**src/rtl/mpc_pkg.sv**
```systemverilog
// mpc_pkg: shared constants, arbiter state type and the header-to-block
// helper used by the per-port write arbiter.
//   PORTNUM       number of input channels feeding one port
//   HDR_LEN_*     bit range of the packet length field in the header word
//   BLOCK_SHIFT   log2 of the RAM block size in bytes (64-byte blocks)
//   HDR_OVERHEAD  bytes added to LEN before rounding up to whole blocks
package mpc_pkg;

    localparam int PORTNUM      = 16;
    localparam int HDR_LEN_MSB  = 16;
    localparam int HDR_LEN_LSB  = 7;
    localparam int BLOCK_SHIFT  = 6;
    localparam int HDR_OVERHEAD = 5;

    localparam int HDR_LEN_W = HDR_LEN_MSB - HDR_LEN_LSB + 1;
    localparam int BLK_SUM_W = HDR_LEN_W + 2;

    typedef enum logic [1:0] {
        ARB_IDLE  = 2'd0,
        ARB_GRANT = 2'd1,
        ARB_BUSY  = 2'd2
    } arb_state_e;

    // ceil((len + HDR_OVERHEAD) / 64): add (block size - 1) then shift.
    function automatic logic [HDR_LEN_W:0] blocks_needed(input logic [HDR_LEN_W-1:0] len);
        logic [BLK_SUM_W-1:0] sum;
        sum = {2'b00, len} + BLK_SUM_W'(HDR_OVERHEAD + (1 << BLOCK_SHIFT) - 1);
        return (HDR_LEN_W + 1)'(sum >> BLOCK_SHIFT);
    endfunction

endpackage

```
**src/rtl/rr_arb16.sv**
```systemverilog
// rr_arb16: combinational 16-way round-robin pick.
//   req_i  request vector
//   ptr_i  highest-priority index; priority falls off as the index wraps 15->0
//   gnt_o  one-hot winner (zero when no request)
//   idx_o  binary winner index
//   vld_o  at least one request present
module rr_arb16 (
    input  logic [15:0] req_i,
    input  logic [3:0]  ptr_i,
    output logic [15:0] gnt_o,
    output logic [3:0]  idx_o,
    output logic        vld_o
);

    logic [3:0] k;

    always_comb begin
        k     = ptr_i;
        idx_o = ptr_i;
        // Scan from the farthest offset back to ptr_i so the nearest
        // requester (smallest wrapped offset) is the last to overwrite idx_o.
        for (int i = 15; i >= 0; i--) begin
            k = ptr_i + 4'(i);
            if (req_i[k]) begin
                idx_o = k;
            end
        end
        vld_o = |req_i;
        gnt_o = vld_o ? (16'(1) << idx_o) : 16'h0000;
    end

endmodule

```
**src/rtl/port_wr_arbiter.sv**
```systemverilog
// port_wr_arbiter: per-output-port write arbiter.
// Collects one-cycle request pulses from the channel stages, answers each
// pulse with exactly one resp (grant) or nresp (reject) pulse, forwards the
// granted channel's packet to the cache-write path with one cycle of latency,
// and keeps the free RAM block count that the channel stages use to pick a port.
//
// Ports:
//   i_clk, i_rst_n           clock, asynchronous active-low reset
//   i_req / o_resp / o_nresp request pulses in, grant / reject pulses out
//   i_sop, i_data, i_data_vld, i_eop   per-channel packet streams
//   o_ready, o_ramspace      port availability and free block count
//   i_rel_vld, i_rel_blocks  blocks released by the read side
//   o_wr_sop/data/vld/eop    forwarded stream, o_wr_src its source channel
//   o_err                    sticky: [0] stray traffic, [1] over-reservation
//   o_dbg                    {PORT_ID, arbiter state} for checkers
//
// Handshake: a channel raises i_req[k] for one cycle; the arbiter answers with
// exactly one single-cycle pulse on o_resp[k] or o_nresp[k]. After o_resp[k]
// the channel owns the port from the next cycle until it presents a word with
// i_eop[k] & i_data_vld[k]; words count only when i_data_vld[k] is high.
module port_wr_arbiter #(
    parameter int                  PORTNUM   = 16,
    parameter int                  DWIDTH    = 32,
    parameter int                  RAMWIDTH  = 11,
    parameter logic [3:0]          PORT_ID   = 4'd0,
    parameter logic [RAMWIDTH-1:0] RAMBLOCKS = 11'd1024
) (
    input  logic                i_clk,
    input  logic                i_rst_n,
    input  logic [PORTNUM-1:0]  i_req,
    output logic [PORTNUM-1:0]  o_resp,
    output logic [PORTNUM-1:0]  o_nresp,
    input  logic [PORTNUM-1:0]  i_sop,
    input  logic [DWIDTH-1:0]   i_data [PORTNUM],
    input  logic [PORTNUM-1:0]  i_data_vld,
    input  logic [PORTNUM-1:0]  i_eop,
    output logic                o_ready,
    output logic [RAMWIDTH-1:0] o_ramspace,
    input  logic                i_rel_vld,
    input  logic [RAMWIDTH-1:0] i_rel_blocks,
    output logic                o_wr_sop,
    output logic [DWIDTH-1:0]   o_wr_data,
    output logic                o_wr_vld,
    output logic                o_wr_eop,
    output logic [3:0]          o_wr_src,
    output logic [1:0]          o_err,
    output logic [5:0]          o_dbg
);

    import mpc_pkg::*;

    arb_state_e           state_q, state_d;
    logic [PORTNUM-1:0]   pending_q, pending_d;
    logic [PORTNUM-1:0]   late_nresp_q, late_nresp_d;
    logic [3:0]           src_q, src_d;
    logic [3:0]           rr_q, rr_d;
    logic [RAMWIDTH-1:0]  free_q, free_d;
    logic [1:0]           err_q, err_d;
    logic                 wr_sop_q, wr_sop_d;
    logic                 wr_vld_q, wr_vld_d;
    logic                 wr_eop_q, wr_eop_d;
    logic [DWIDTH-1:0]    wr_data_q, wr_data_d;

    logic [PORTNUM-1:0]   arb_gnt;
    logic [3:0]           arb_idx;
    logic                 arb_vld;
    logic [PORTNUM-1:0]   resp_now, nresp_now;

    rr_arb16 u_rr (
        .req_i (pending_q),
        .ptr_i (rr_q),
        .gnt_o (arb_gnt),
        .idx_o (arb_idx),
        .vld_o (arb_vld)
    );

    // Arbiter FSM. Requests arriving in IDLE move straight to GRANT so the
    // winner sees its resp in the cycle after its request pulse.
    always_comb begin
        state_d      = state_q;
        pending_d    = pending_q;
        src_d        = src_q;
        rr_d         = rr_q;
        late_nresp_d = '0;
        resp_now     = '0;
        nresp_now    = '0;
        case (state_q)
            ARB_IDLE: begin
                pending_d = pending_q | i_req;
                if (pending_d != '0) begin
                    state_d = ARB_GRANT;
                end
            end
            ARB_GRANT: begin
                // Losers and anything arriving now are rejected this cycle,
                // so nothing is carried into BUSY.
                resp_now  = arb_gnt;
                nresp_now = (pending_q & ~arb_gnt) | i_req;
                pending_d = '0;
                if (arb_vld) begin
                    src_d = arb_idx;
                    rr_d  = arb_idx + 4'd1;
                end
                state_d = ARB_BUSY;
            end
            ARB_BUSY: begin
                // Requests during a transfer are rejected one cycle later.
                late_nresp_d = i_req;
                if (i_eop[src_q] && i_data_vld[src_q]) begin
                    state_d = ARB_IDLE;
                end
            end
            default: begin
                state_d = ARB_IDLE;
            end
        endcase
    end

    // Data path, error flags and free-block accounting.
    logic                  busy;
    logic [PORTNUM-1:0]    src_oh, traffic, stray;
    logic [DWIDTH-1:0]     src_data;
    logic                  hdr;
    logic [HDR_LEN_W:0]    need;
    logic [RAMWIDTH:0]     res_ext, rel_ext, sum, net;

    always_comb begin
        busy     = (state_q == ARB_BUSY);
        src_oh   = PORTNUM'(1) << src_q;
        src_data = i_data[src_q];
        traffic  = i_data_vld | i_sop;
        stray    = busy ? (traffic & ~src_oh) : traffic;

        wr_sop_d  = busy ? i_sop[src_q]      : 1'b0;
        wr_vld_d  = busy ? i_data_vld[src_q] : 1'b0;
        wr_eop_d  = busy ? i_eop[src_q]      : 1'b0;
        wr_data_d = busy ? src_data          : '0;

        hdr     = busy && i_sop[src_q] && i_data_vld[src_q];
        need    = blocks_needed(src_data[HDR_LEN_MSB:HDR_LEN_LSB]);
        res_ext = hdr ? (RAMWIDTH + 1)'(need) : '0;
        rel_ext = i_rel_vld ? {1'b0, i_rel_blocks} : '0;

        // Release and reservation combine as one net update, clamped to
        // [0, RAMBLOCKS].
        sum = {1'b0, free_q} + rel_ext;
        net = (sum < res_ext) ? '0 : (sum - res_ext);
        free_d = (net > {1'b0, RAMBLOCKS}) ? RAMBLOCKS : net[RAMWIDTH-1:0];

        err_d = err_q;
        if (stray != '0) begin
            err_d[0] = 1'b1;
        end
        if (hdr && (res_ext > {1'b0, free_q})) begin
            err_d[1] = 1'b1;
        end
    end

    always_ff @(posedge i_clk or negedge i_rst_n) begin
        if (!i_rst_n) begin
            state_q      <= ARB_IDLE;
            pending_q    <= '0;
            late_nresp_q <= '0;
            src_q        <= '0;
            rr_q         <= '0;
            free_q       <= RAMBLOCKS;
            err_q        <= '0;
            wr_sop_q     <= 1'b0;
            wr_vld_q     <= 1'b0;
            wr_eop_q     <= 1'b0;
            wr_data_q    <= '0;
        end else begin
            state_q      <= state_d;
            pending_q    <= pending_d;
            late_nresp_q <= late_nresp_d;
            src_q        <= src_d;
            rr_q         <= rr_d;
            free_q       <= free_d;
            err_q        <= err_d;
            wr_sop_q     <= wr_sop_d;
            wr_vld_q     <= wr_vld_d;
            wr_eop_q     <= wr_eop_d;
            wr_data_q    <= wr_data_d;
        end
    end

    assign o_resp     = resp_now;
    assign o_nresp    = nresp_now | late_nresp_q;
    assign o_ready    = (state_q == ARB_IDLE) && (pending_q == '0);
    assign o_ramspace = free_q;
    assign o_wr_sop   = wr_sop_q;
    assign o_wr_data  = wr_data_q;
    assign o_wr_vld   = wr_vld_q;
    assign o_wr_eop   = wr_eop_q;
    assign o_wr_src   = src_q;
    assign o_err      = err_q;
    assign o_dbg      = {PORT_ID, state_q};

endmodule
```
**config.mk**
```make
export PLATFORM = sky130hd
export DESIGN_NAME = port_wr_arbiter
export DESIGN_NICKNAME = d
export VERILOG_FILES = /design/src/rtl/mpc_pkg.sv /design/src/rtl/rr_arb16.sv /design/src/rtl/port_wr_arbiter.sv
export SDC_FILE = /design/constraint.sdc
export NUM_CORES = 1
export LEC_CHECK = 0
export CAP_MARGIN = 30
export CORE_AREA = 2 2 267 269
export DETAILED_ROUTE_END_ITERATION = 12
export DIE_AREA = 0 0 269 271
export PLACE_DENSITY = 0.51
export SYNTH_ARGS = -nofsm -noshare
export SYNTH_HDL_FRONTEND = slang
export SYNTH_SLANG_ARGS = --single-unit
export TNS_END_PERCENT = 100
```
**constraint.sdc**
```tcl
create_clock -name i_clk -period 5.9 [get_ports i_clk]
set_clock_uncertainty 0.2 [all_clocks]
set_input_delay 1.77 -clock i_clk [delete_from_list [all_inputs] [get_ports i_clk]]
set_output_delay 1.77 -clock i_clk [all_outputs]
set_load 0.05 [all_outputs]
```
* Yosys cells after proc, flatten, opt, wreduce, memory -nomap -nowiden *
Index checks and enable logic that the tools add are counted.

operators by class
  $add $sub $neg = 19
  multipliers = 0
  divide/modulo/power cells = 0
  $lt $le $gt $ge = 21
  equality and inequality tests = 4
  shift-type cells = 2
  multiplexer cells = 74
  bitwise operators = 9
  reduce and logical (&&, ||, !) cells = 13

operators with widths
  kind                                                                                number
  32-bit binary-select mux with 4-bit select                                          1
  32-bit 2-to-1 mux                                                                   3
  4-bit by 5-bit < comparator with 1-bit output (second input constant)               17
  16-bit 2-to-1 mux                                                                   5
  1-bit binary-select mux with 4-bit select                                           19
  4-bit 2-to-1 mux                                                                    16
  16-bit OR                                                                           4
  4-bit adder (second input constant)                                                 8
  16-bit AND                                                                          2
  16-bit NOT                                                                          2
  16-bit case mux with 2 select lines                                                 1
  16-bit nonzero test                                                                 2
  1-bit by 4-bit left shift with 16-bit output (first input constant)                 2
  1-bit 2-to-1 mux                                                                    22
  11-bit 2-to-1 mux                                                                   2
  4-bit by 3-bit adder with 4-bit output (second input constant)                      4
  16-bit logical NOT                                                                  1
  16-bit OR reduction                                                                 1
  11-bit by 11-bit adder with 12-bit output                                           1
  12-bit by 11-bit greater-than comparator with 1-bit output (second input constant)  1
  12-bit by 5-bit < comparator with 1-bit output                                      1
  12-bit 2-to-1 mux                                                                   1
  12-bit by 5-bit subtractor with 12-bit output                                       1
  10-bit by 7-bit adder with 11-bit output (second input constant)                    1
  other kinds (16)                                                                    24

word-level totals
  flip-flop bits (word level) = 90
  bits in latches = 0
  memory bits (writable) = 0
  bits in read-only memories = 0
  logic and storage cells = 154
  memories kept = 0

* Longest topological paths before layout *
Gate-level depths: netlist of run 1.

  depth in word-level cells = 26
  mapped depth = 21
  gate-level depth less buffers = 18

* Cells and area by module *
Synthesis of run 1 repeated with hierarchy kept, for this count alone.

second synthesis, totals
  cells, all modules = 1046
  area, all modules = 11803.8 um^2

modules (own cells, without submodules)
  module           times used  cells an instance  area an instance (um^2)
  port_wr_arbiter  1           735                9031.2
  rr_arb16         1           311                2772.7

* Worst setup path before layout of run 1 *
OpenSTA, ideal clock, no wires.

  path type = register -> output
  start point = register rr_q[1]
  end point = output port o_resp[4]
  data arrival time = 5.202 ns
  path slack = -1.272 ns
  cell stages (with the launch flop) = 15
  buffers on the path = 3
  path through = dfrtp_1 buf_2 buf_4 inv_1 ha_1 buf_2 mux2i_1 mux4_2 mux2i_1 mux2_2 mux2i_1 a2111oi_4 o2bb2ai_2 or2_2 nor4_1

between the ends
  cells in the longest elaborated chain, start to end = 22

RTL lines
  what                                            RTL line                text
  start, declared                                 port_wr_arbiter.sv:56   logic [3:0] rr_q, rr_d;
  start signal, assigned                          port_wr_arbiter.sv:177  rr_q <= rr_d;
  4-bit adder                                     rr_arb16.sv:23          k = ptr_i + 4'(i);
  1-bit binary-select mux with 4-bit select       rr_arb16.sv:24          if (req_i[k]) begin
  1-bit 2-to-1 mux (not written as such)          rr_arb16.sv:24
  4-bit 2-to-1 mux (15 in a row)                  rr_arb16.sv:24
  4-bit 2-to-1 mux *                              rr_arb16.sv:24
  1-bit by 4-bit left shift with 16-bit output *  rr_arb16.sv:29          gnt_o = vld_o ? (16'(1) << idx_o) : 16'h0000;
  16-bit 2-to-1 mux *                             rr_arb16.sv:29
  16-bit 2-to-1 mux *                             port_wr_arbiter.sv:87   case (state_q)
  end, declared                                   port_wr_arbiter.sv:31   output logic [PORTNUM-1:0] o_resp,

Mark *: on every way between the ends. The rest lies on a longest branch, timed or not. The select of a mux whose other input is x is not followed.

* Final worst setup path of run 1 *
  start point = register rr_q[1]
  end point = output port o_nresp[15]

between the ends
  cells in the longest elaborated chain, start to end = 26

RTL lines
  what                                            RTL line                text
  4-bit adder                                     rr_arb16.sv:23
  1-bit binary-select mux with 4-bit select       rr_arb16.sv:24
  1-bit 2-to-1 mux (not written as such)          rr_arb16.sv:24
  4-bit 2-to-1 mux (15 in a row)                  rr_arb16.sv:24
  4-bit 2-to-1 mux *                              rr_arb16.sv:24
  1-bit by 4-bit left shift with 16-bit output *  rr_arb16.sv:29
  16-bit 2-to-1 mux *                             rr_arb16.sv:29
  16-bit NOT *                                    port_wr_arbiter.sv:98   nresp_now = (pending_q & ~arb_gnt) | i_req;
  16-bit AND *                                    port_wr_arbiter.sv:98
  16-bit OR *                                     port_wr_arbiter.sv:98
  16-bit 2-to-1 mux *                             port_wr_arbiter.sv:87
  16-bit OR *                                     port_wr_arbiter.sv:188  assign o_nresp = nresp_now | late_nresp_q;
  end, declared                                   port_wr_arbiter.sv:32   output logic [PORTNUM-1:0] o_nresp,

Marks and branches as above.

==> flow_metrics.tcl, run 1 <==
set metrics [dict create \
    max_cap_violations 0 \
    cts.sinks 90 \
    outcome "complete, but fails checks" \
    cts_buffers 9 \
    synth_async_sr_flop_share 1.00 \
    route.vias.total 13700 \
    grt_max_degree 54 \
    final_antenna_net_count 0 \
    hold_viol_final 0 \
    rr_worst_depth 21 \
    cts.clk_slew.worst_paths_ns 0.07 \
    core_um2 69800 \
    syn_inst 1030 \
    clk_latency_ns 0.39 \
    routed_via_density 4.78 \
    io_pins 681 \
    final.setup.worst_slack_ns -0.468 \
    dp_hpwl_um 75000 \
    start_kind "flip-flop" \
    place.gp.congestion 0.925 \
    synth_most_common_cell "mux4_2" \
    area_growth_pct 100 \
    min_period_over_period 1.08 \
    grt_pass1_wl_um 116000 \
    fp.dieH_um 271 \
    yosys_warnings 0 \
    holdWs_ns 0.277 \
    p_per_area_nw_per_um2 813 \
    crit_arrival_ns 4.40 \
    drive_gt1_frac 0.362 \
    cts-root-buf "clkbuf_16" \
    drtIter0Drc 820 \
    worst_pin_slew_ns 0.988 \
    cts_tree "yes" \
    leakagePower_nw 9.27 \
    grtUsageTotal 0.231 \
    synth_edf_count 0 \
    clock_path_buffers 2 \
    htreeDepth 3 \
    violations "setup timing" \
    initial_core_util 0.166 \
    dieArea_um2 72900 \
    r2r_slack_ns 0.59 \
    avgRoutedWirePerCell_um 30.0 \
    min_period_ns 6.37 \
    wl_um 86000 \
    worstSetupEndpoint "o_nresp[15]" \
    slew_headroom 0.339 \
    path_class "flip-flop to output pin" \
    antenna_found_initial 83 \
    yosys.cell_types.count 78 \
    fmax_ghz 0.157 \
    synth_top_area_cell "mux4_2" \
    rsz0062_at_grt "yes" \
    r2r-start "o_wr_src[0]" \
    yosysSeqAreaShare 0.195 \
    yosys-top-cells-area "mux4_2 41%, dfrtp_1 19%, and2_1 3.4%" \
    critPathLaunch "rr_q[1]" \
    fp.dieW_um 269 \
    yosys-top-cells-count "209 x mux4_2, 89 x dfrtp_1, 63 x and2_1" \
    dpl_cell_area_um2 21500 \
    grt-ovfl-total 0 \
    syn_avg_cell_area_um2 11.2 \
    finalInstanceArea_um2 23200 \
    hp-class "flip-flop to flip-flop" \
    vdd_ir_drop_max_mv 0.680 \
    fillers 7019 \
    rows 97 \
    worstPathMaxFanout 6 \
    nets 2515 \
    synth_flop_cell "dfrtp_1" \
    remaining_drc_errors 0 \
    port_buffers 676 \
    ys_seq_elements 90 \
    crit_required_ns 3.93 \
    cp-end-kind "output pin" \
    drt_first_pass_iters 5 \
    syn-cell-area_um2 11600 \
    maxSlewViolCount 0 \
    grt_pass1_vias 14300 \
    synth_top_area_frac 0.407 \
    r2r-end "o_ramspace[3]" \
    setup_violations 32 \
]
-- sequential cells by signal, summed over array words and instances (netlist names) --
name and cells:
o_wr_data 32, late_nresp_q 16, pending_q 16, o_ramspace 11, o_wr_src 4, rr_q 4, o_err 2, state_q 2
o_wr_eop 1, o_wr_sop 1, o_wr_vld 1
-- metal layers --
layer  vias up  GRT usage  routed length (µm)
met2       694      0.405               43000
met4        16     0.0838                3750
met1      6899      0.273               33200
met3       178     0.0541                5940
li1       5899          -                   -
met5         -          0                 104
-- power by group --
part           switching (mW)  internal, mW
logic                    8.59          8.30
clock network           0.297         0.328
registers               0.469         0.880
-- placed cells by master, fill, tap and decap left out, types with 10 or more instances in the layout --
cell type | synthesis | routed
nor2_1 | 59 | 50
nor3_4 | 0 | 12
diode_2 | 0 | 24
buf_12 | 0 | 33
mux2i_1 | 34 | 23
buf_6 | 1 | 38
nand2_1 | 59 | 52
ha_1 | 29 | 22
clkdlybuf4s50_1 | 0 | 579
mux4_2 | 209 | 210
dfrtp_1 | 89 | 84
dlymetal6s2s_1 | 0 | 63
nor3_1 | 32 | 17
a21oi_1 | 61 | 55
inv_1 | 28 | 22
a211o_1 | 11 | 10
xnor2_1 | 17 | 10
o21ai_0 | 21 | 16
nor4_1 | 17 | 11
buf_4 | 6 | 230
nand4_1 | 12 | 12
and2_1 | 63 | 62
mux2_2 | 18 | 16
-- timing repair --
| item | in CTS | in global routing |
|---|---|---|
| gates resized for setup | 84 | 155 |
| pin swaps | 31 | 55 |
| hold buffers | 0 | 0 |
| cloned | 0 | 1 |
| setup endpoints to repair | 43 | 43 |
| setup buffers | 26 | 17 |
| hold endpoints to repair | 0 | 0 |
-- through the flow --
stage	util	cells	worst slack [ns]	TNS [ns]	power (mW)
floorplan	-	1033	-0.0571	-0.115	9.26
global placement	0.309	2784	-0.730	-13.16	15.4
detailed placement	0.309	2784	-0.681	-12.94	15.4
CTS	0.321	2824	-0.484	-12.08	17.6
global route	0.332	2860	-0.590	-15.80	19.9
finish	0.332	2863	-0.468	-11.87	18.9
-- worst min path at each step --
stage | start | end | slack, ns | cells after the start
floorplan | pending_q[5] | pending_q[5] | 0.48 | 3
global placement | o_err[1] | o_err[1] | 0.26 | 1
detailed placement | o_err[1] | o_err[1] | 0.26 | 1
CTS | o_err[1] | o_err[1] | 0.28 | 1
global route | o_err[1] | o_err[1] | 0.30 | 1
finish | o_err[1] | o_err[1] | 0.28 | 1
-- area by class of cell --
class | count | area [µm²] | area share
repair buffers | 947 | 9450 | 0.407
clock inverters | 7 | 68.8 | 0.00297
multi-input cells | 815 | 9820 | 0.423
diodes | 24 | 60.1 | 0.00259
flip-flops and latches | 90 | 2270 | 0.0978
well taps | 940 | 1180 | 0.0507
clock buffers | 9 | 225 | 0.00971
inverters | 31 | 125 | 0.00540
-- logic make-up after synthesis --
logic type	after synthesis	synth area share
fa+ha+maj	31	0.0348
buf+inv	129	0.0465
mux	264	0.458
compound gates	193	0.113
xor+xnor	26	0.0210
other cells	1	0.000324
flops	90	0.195
simple gates	296	0.132
-- critical path, cell delays in order (launching register included) --
cell,delay (ns)
dfrtp_1,0.41
clkinvlp_4,0.15
ha_4,0.33
buf_6,0.14
buf_6,0.10
mux4_2,0.30
mux4_2,0.57
or3_4,0.41
a2111oi_4,0.38
o2bb2ai_4,0.23
nand2_2,0.13
inv_2,0.10
ha_4,0.15
buf_4,0.12
a21oi_4,0.06
a211o_1,0.27
buf_12,0.16
Power figures use the tool's default switching activity.
==> run 2: changes to the inputs <==
Settings changed: CORE_AREA 2 2 267 269 to 2 2 269 271, CTS_BUF_LIST set to sky130_fd_sc_hd__clkbuf_4, DIE_AREA 0 0 269 271 to 0 0 271 273, PLACE_DENSITY 0.51 to 0.49.
Clock period 5.9 ns to 7.14 ns, I/O delays scaled along.
==> run 2 against run 1 <==
  * The run now ends clean
  * Worst hold slack improved by 0.051 ns
  * Worst setup slack improved by 0.59 ns
  * Final cell count shrank 6.5%
  * Via count decreased by 7.0%
  * Largest cell class unchanged
  * Largest power group unchanged
==> flow_metrics.tcl, run 2 (synthesis gave the netlist of run 1 again) <==
set metrics [dict create \
    crit_arrival_ns 4.68 \
    avgRoutedWirePerCell_um 28.7 \
    remaining_drc_errors 0 \
    htreeDepth 3 \
    grt_max_degree 64 \
    wl_um 76800 \
    antenna_found_initial 44 \
    cp-end-kind "output pin" \
    vdd_ir_drop_max_mv 0.442 \
    rr_worst_depth 17 \
    holdCritStartpoint "o_err[1]" \
    routed_via_density 4.76 \
    worst_pin_slew_ns 1.01 \
    clk_latency_ns 0.60 \
    worstPathMaxFanout 8 \
    cts_buffers 9 \
    ctsHoldBuffers 0 \
    dpl_cell_area_um2 19800 \
    cts.sinks 90 \
    fillers 7290 \
    nets 2328 \
    port_buffers 676 \
    start_kind "flip-flop" \
    crit_required_ns 4.80 \
    drt_first_pass_iters 5 \
    dp_hpwl_um 65200 \
    hold_viol_final 0 \
    grt_pass1_wl_um 105000 \
    worstHoldPathCells 1 \
    core_um2 71000 \
    route.vias.total 12700 \
    p_per_area_nw_per_um2 567 \
    hold_end "o_err[1]" \
    fp.dieW_um 271 \
    dieArea_um2 74000 \
    io_pins 681 \
    grt_pass1_vias 13500 \
    rows 98 \
    finalInstanceArea_um2 20500 \
    area_growth_pct 77.4 \
    grt-ovfl-total 0 \
    cts.clk_slew.worst_paths_ns 0.19 \
    fp.dieH_um 273 \
    place.gp.congestion 0.950 \
    setup_violations 0 \
    maxSlewViolCount 0 \
    slew_headroom 0.319 \
    largest_reg_flops 32 \
    min_period_over_period 0.983 \
    cts-root-buf "clkbuf_4" \
    clock_path_buffers 2 \
    final_common_cell "clkdlybuf4s50_1" \
    r2r-start "o_wr_src[0]" \
    leakagePower_nw 7.48 \
    r2r-end "o_ramspace[9]" \
    r2r_slack_ns 1.50 \
    drtIter0Drc 799 \
    rsz0062_at_grt "yes" \
    max_cap_violations 0 \
    outcome "completed" \
    drive_gt1_frac 0.246 \
    mostFrequentLayoutCells "643 x clkdlybuf4s50_1, 210 x mux4_2, 85 x dfrtp_1" \
    holdWs_ns 0.327 \
    path_class "flip-flop to output pin" \
    fmax_ghz 0.142 \
    min_period_ns 7.02 \
    power.total_mw 11.6 \
    grtUsageTotal 0.202 \
    hp-class "flip-flop to flip-flop" \
    fin_setup_tns_ns 0 \
    cts_tree "yes" \
    initial_core_util 0.163 \
    final_antenna_net_count 0 \
]
## run 2: routing by layer
metal,global-route usage,part of all wire,up-vias
li1,-,-,5500
met4,0.0513,0.021,8
met1,0.226,0.37,6485
met2,0.386,0.55,637
met3,0.0430,0.064,100
met5,0,0.00060,-
## run 2: what timing repair did
action,in CTS,in global routing
resized for setup,27,39
hold endpoints to repair,0,0
setup endpoints to repair,32,29
buffers inserted,0,28
pin swaps,1,15
## run 2: area by class of cell
type / count / area (µm²) / area share
multi-input combinational: 814 / 9090 / 0.442
sequential: 90 / 2270 / 0.110
clock buffer: 9 / 67.6 / 0.00329
antenna: 15 / 37.5 / 0.00183
clock inverter: 7 / 92.6 / 0.00451
inverter: 31 / 125 / 0.00609
timing repair buffer: 761 / 7680 / 0.374
tap: 950 / 1190 / 0.0579
## run 2: worst max-delay path by stage
stage	start	to	slack [ns]	depth (start not counted)
floorplan	rr_q[1]	o_resp[5]	-0.39	14
global placement	rr_q[0]	o_resp[6]	0.20	16
detailed placement	rr_q[0]	o_nresp[0]	0.19	14
CTS	rr_q[0]	o_resp[6]	0.03	15
global route	rr_q[0]	o_nresp[0]	-0.12	16
finish	rr_q[0]	o_nresp[0]	0.12	16
## run 2: critical path, cell delays in order, from the launching register on
cell and delay [ns]:
dfrtp_1 0.44, buf_4 0.15, buf_4 0.19, ha_4 0.21, xor2_2 0.16, buf_6 0.17
mux4_2 0.60, mux2i_2 0.23, mux2_2 0.38, mux2i_4 0.19, a2111oi_4 0.06, o2bb2ai_4 0.21
buf_4 0.16, or2_2 0.33, o311ai_2 0.28, nand2_1 0.13, buf_6 0.17
## run 2: where the power goes
part,total (mW),leakage [nW],switching [mW],internal (mW)
Sequential,1.23,1.16,0.505,0.721
Combinational,10.1,6.23,5.49,4.57
Clock,0.363,0.0863,0.247,0.116
Total,11.6,7.48,6.24,5.40
## run 2: per-stage QoR
stage / util / instances / setup slack, ns
after floorplan: - / 1033 / -0.393
after global placement: 0.279 / 2617 / 0.201
after detailed placement: 0.279 / 2618 / 0.194
after CTS: 0.283 / 2634 / 0.0285
after global routing: 0.289 / 2672 / -0.120
final: 0.289 / 2677 / 0.120
==> patch: new RTL, config.mk and constraints of run 2 <==
Change the parameter `DWIDTH` from 32 to 24.
--- a/src/rtl/port_wr_arbiter.sv
+++ b/src/rtl/port_wr_arbiter.sv
@@ -20,7 +20,7 @@
 // i_eop[k] & i_data_vld[k]; words count only when i_data_vld[k] is high.
 module port_wr_arbiter #(
     parameter int                  PORTNUM   = 16,
-    parameter int                  DWIDTH    = 32,
+    parameter int                  DWIDTH    = 24,
     parameter int                  RAMWIDTH  = 11,
     parameter logic [3:0]          PORT_ID   = 4'd0,
     parameter logic [RAMWIDTH-1:0] RAMBLOCKS = 11'd1024
Ports: changed (resized i_data and o_wr_data); port bits go from 681 to 545. The function was not compared with the original's and may differ.
==> patch against run 2 <==
  * Sequential cell count decreased by 8
  * Wire length decreased by 22%
  * Worst setup slack improved by 0.074 ns
  * Design area decreased by 12%
  * Power decreased by 9.4%
  * Core utilization decreased by 3.6 points
  * Hold slack improved by 0.013 ns
  * Maximum frequency increased by 1.1%
  * Synthesized area decreased by 10%
==> patch: results (changes against run 2) <==
metric	value	unit	change
Cells after Synth	1002		-2.7%
Pleak	0.00662	uW	-11%
dpl hpwl	50800	um	-22%
layout cells sized above 1	23.9	%	-0.74 points
top cells by count, synth	mux4_2, dfrtp_1, nor2_1, a21oi_1, nand2_1		
worst-case reg-to-reg path depth	18		+1
clk slew on worst S/H paths	0.17	ns	-0.02 ns
register area share after synthesis	19.8	%	+0.30 points
Nets	2052		-12%
period utilisation layout	97.3	%	-1.0 points
Post-DP Area	0.0175	mm2	-12%
Largest register FFs	24		-25%
largest net degree at the start of global routing	55		-14%
# Post-CTS Setup Buffers	2		+2
largest fanout on the critical path	23		+15
Max VDD drop	0.358	mV	-19%
Tightest Pin Transition	0.871	ns	-0.141 ns
final hold slack	0.340	ns	+0.0126 ns
Worst-Skew Late Latency	0.55	ns	-0.05 ns
vias in the first global route	11800		-12%
# placed instances	2487		-5.0%
top cells by area, synth	mux4_2, dfrtp_1, ha_1		
Reg2Reg Setup Slack	1.89	ns	+0.39 ns
status	finished, final reports clean		
reg2reg end	o_ramspace[6]		
pre-CTS setup slack	0.306	ns	+0.112 ns
number of antenna violations at the first check in global routing	19		-57%
WL final	59800	um	-22%
[patch: cell count changes in the layout (fill, tap and decap cells not counted), moves of 8 or more]
cell             before  now
a211o_1              11    1
a21o_1                6   14
clkdlybuf4s50_1     643  507
dfrtp_1              85   76
mux2i_2               4   12
mux4_2              210  155
nor2_1               55   71
nor4_1               13   23
o22ai_1               7   15
[patch: cell families (layout without fill, tap and decap cells)]
group	after synthesis	after routing	synth area share, %
mux	212	212	39.5
flops	82	82	19.8
other cells	1	12	0.0361
fa+ha+maj	31	31	3.88
compound gates	198	198	12.4
simple gates	332	332	16.6
xor+xnor	31	31	2.83
buf+inv	115	674	4.96
[patch: routing by layer]
layer	global-route usage [%]	up-vias	part of all wire (%)
met1	18.3	5633	38
met2	29.8	540	54
met4	3.66	0	2.1
met5	0	-	0
li1	-	5072	-
met3	2.70	71	5.4
[patch: final cells by class]
type	instances	area (um2)
antenna	8	20.0
clock buffer	9	67.6
inverter	31	116
timing repair buffer	627	6420
multi-input combinational	808	8060
sequential	82	2060
fill	7476	53000
tap	950	1190
clock inverter	7	57.6
[patch: where the power goes]
part	internal [uW]	leakage, uW	switching [uW]
sequential	657	0.00105	351
clock	76.5	0.0000653	227
combinational	4090	0.00550	5150
total	4820	0.00662	5730
[patch: worst max-delay path: stages (launching register included)]
cell	delay, ns
dfrtp_1	0.41
buf_4	0.12
buf_8	0.21
mux4_2	0.64
mux4_2	0.57
buf_4	0.20
a21oi_1	0.17
nand2_1	0.09
nor4_1	0.25
a211o_1	0.38
nand2_1	0.27
nor4_1	0.36
o21ai_1	0.19
buf_12	0.18
[patch: metrics by stage]
step	power [uW]	util [%]
5_1_grt	11200	25.3
4_1_cts	10300	25.0
3_3_place_gp	9920	24.7
3_5_place_dp	9860	24.7
6_report	10600	25.3
2_1_floorplan	6340	-
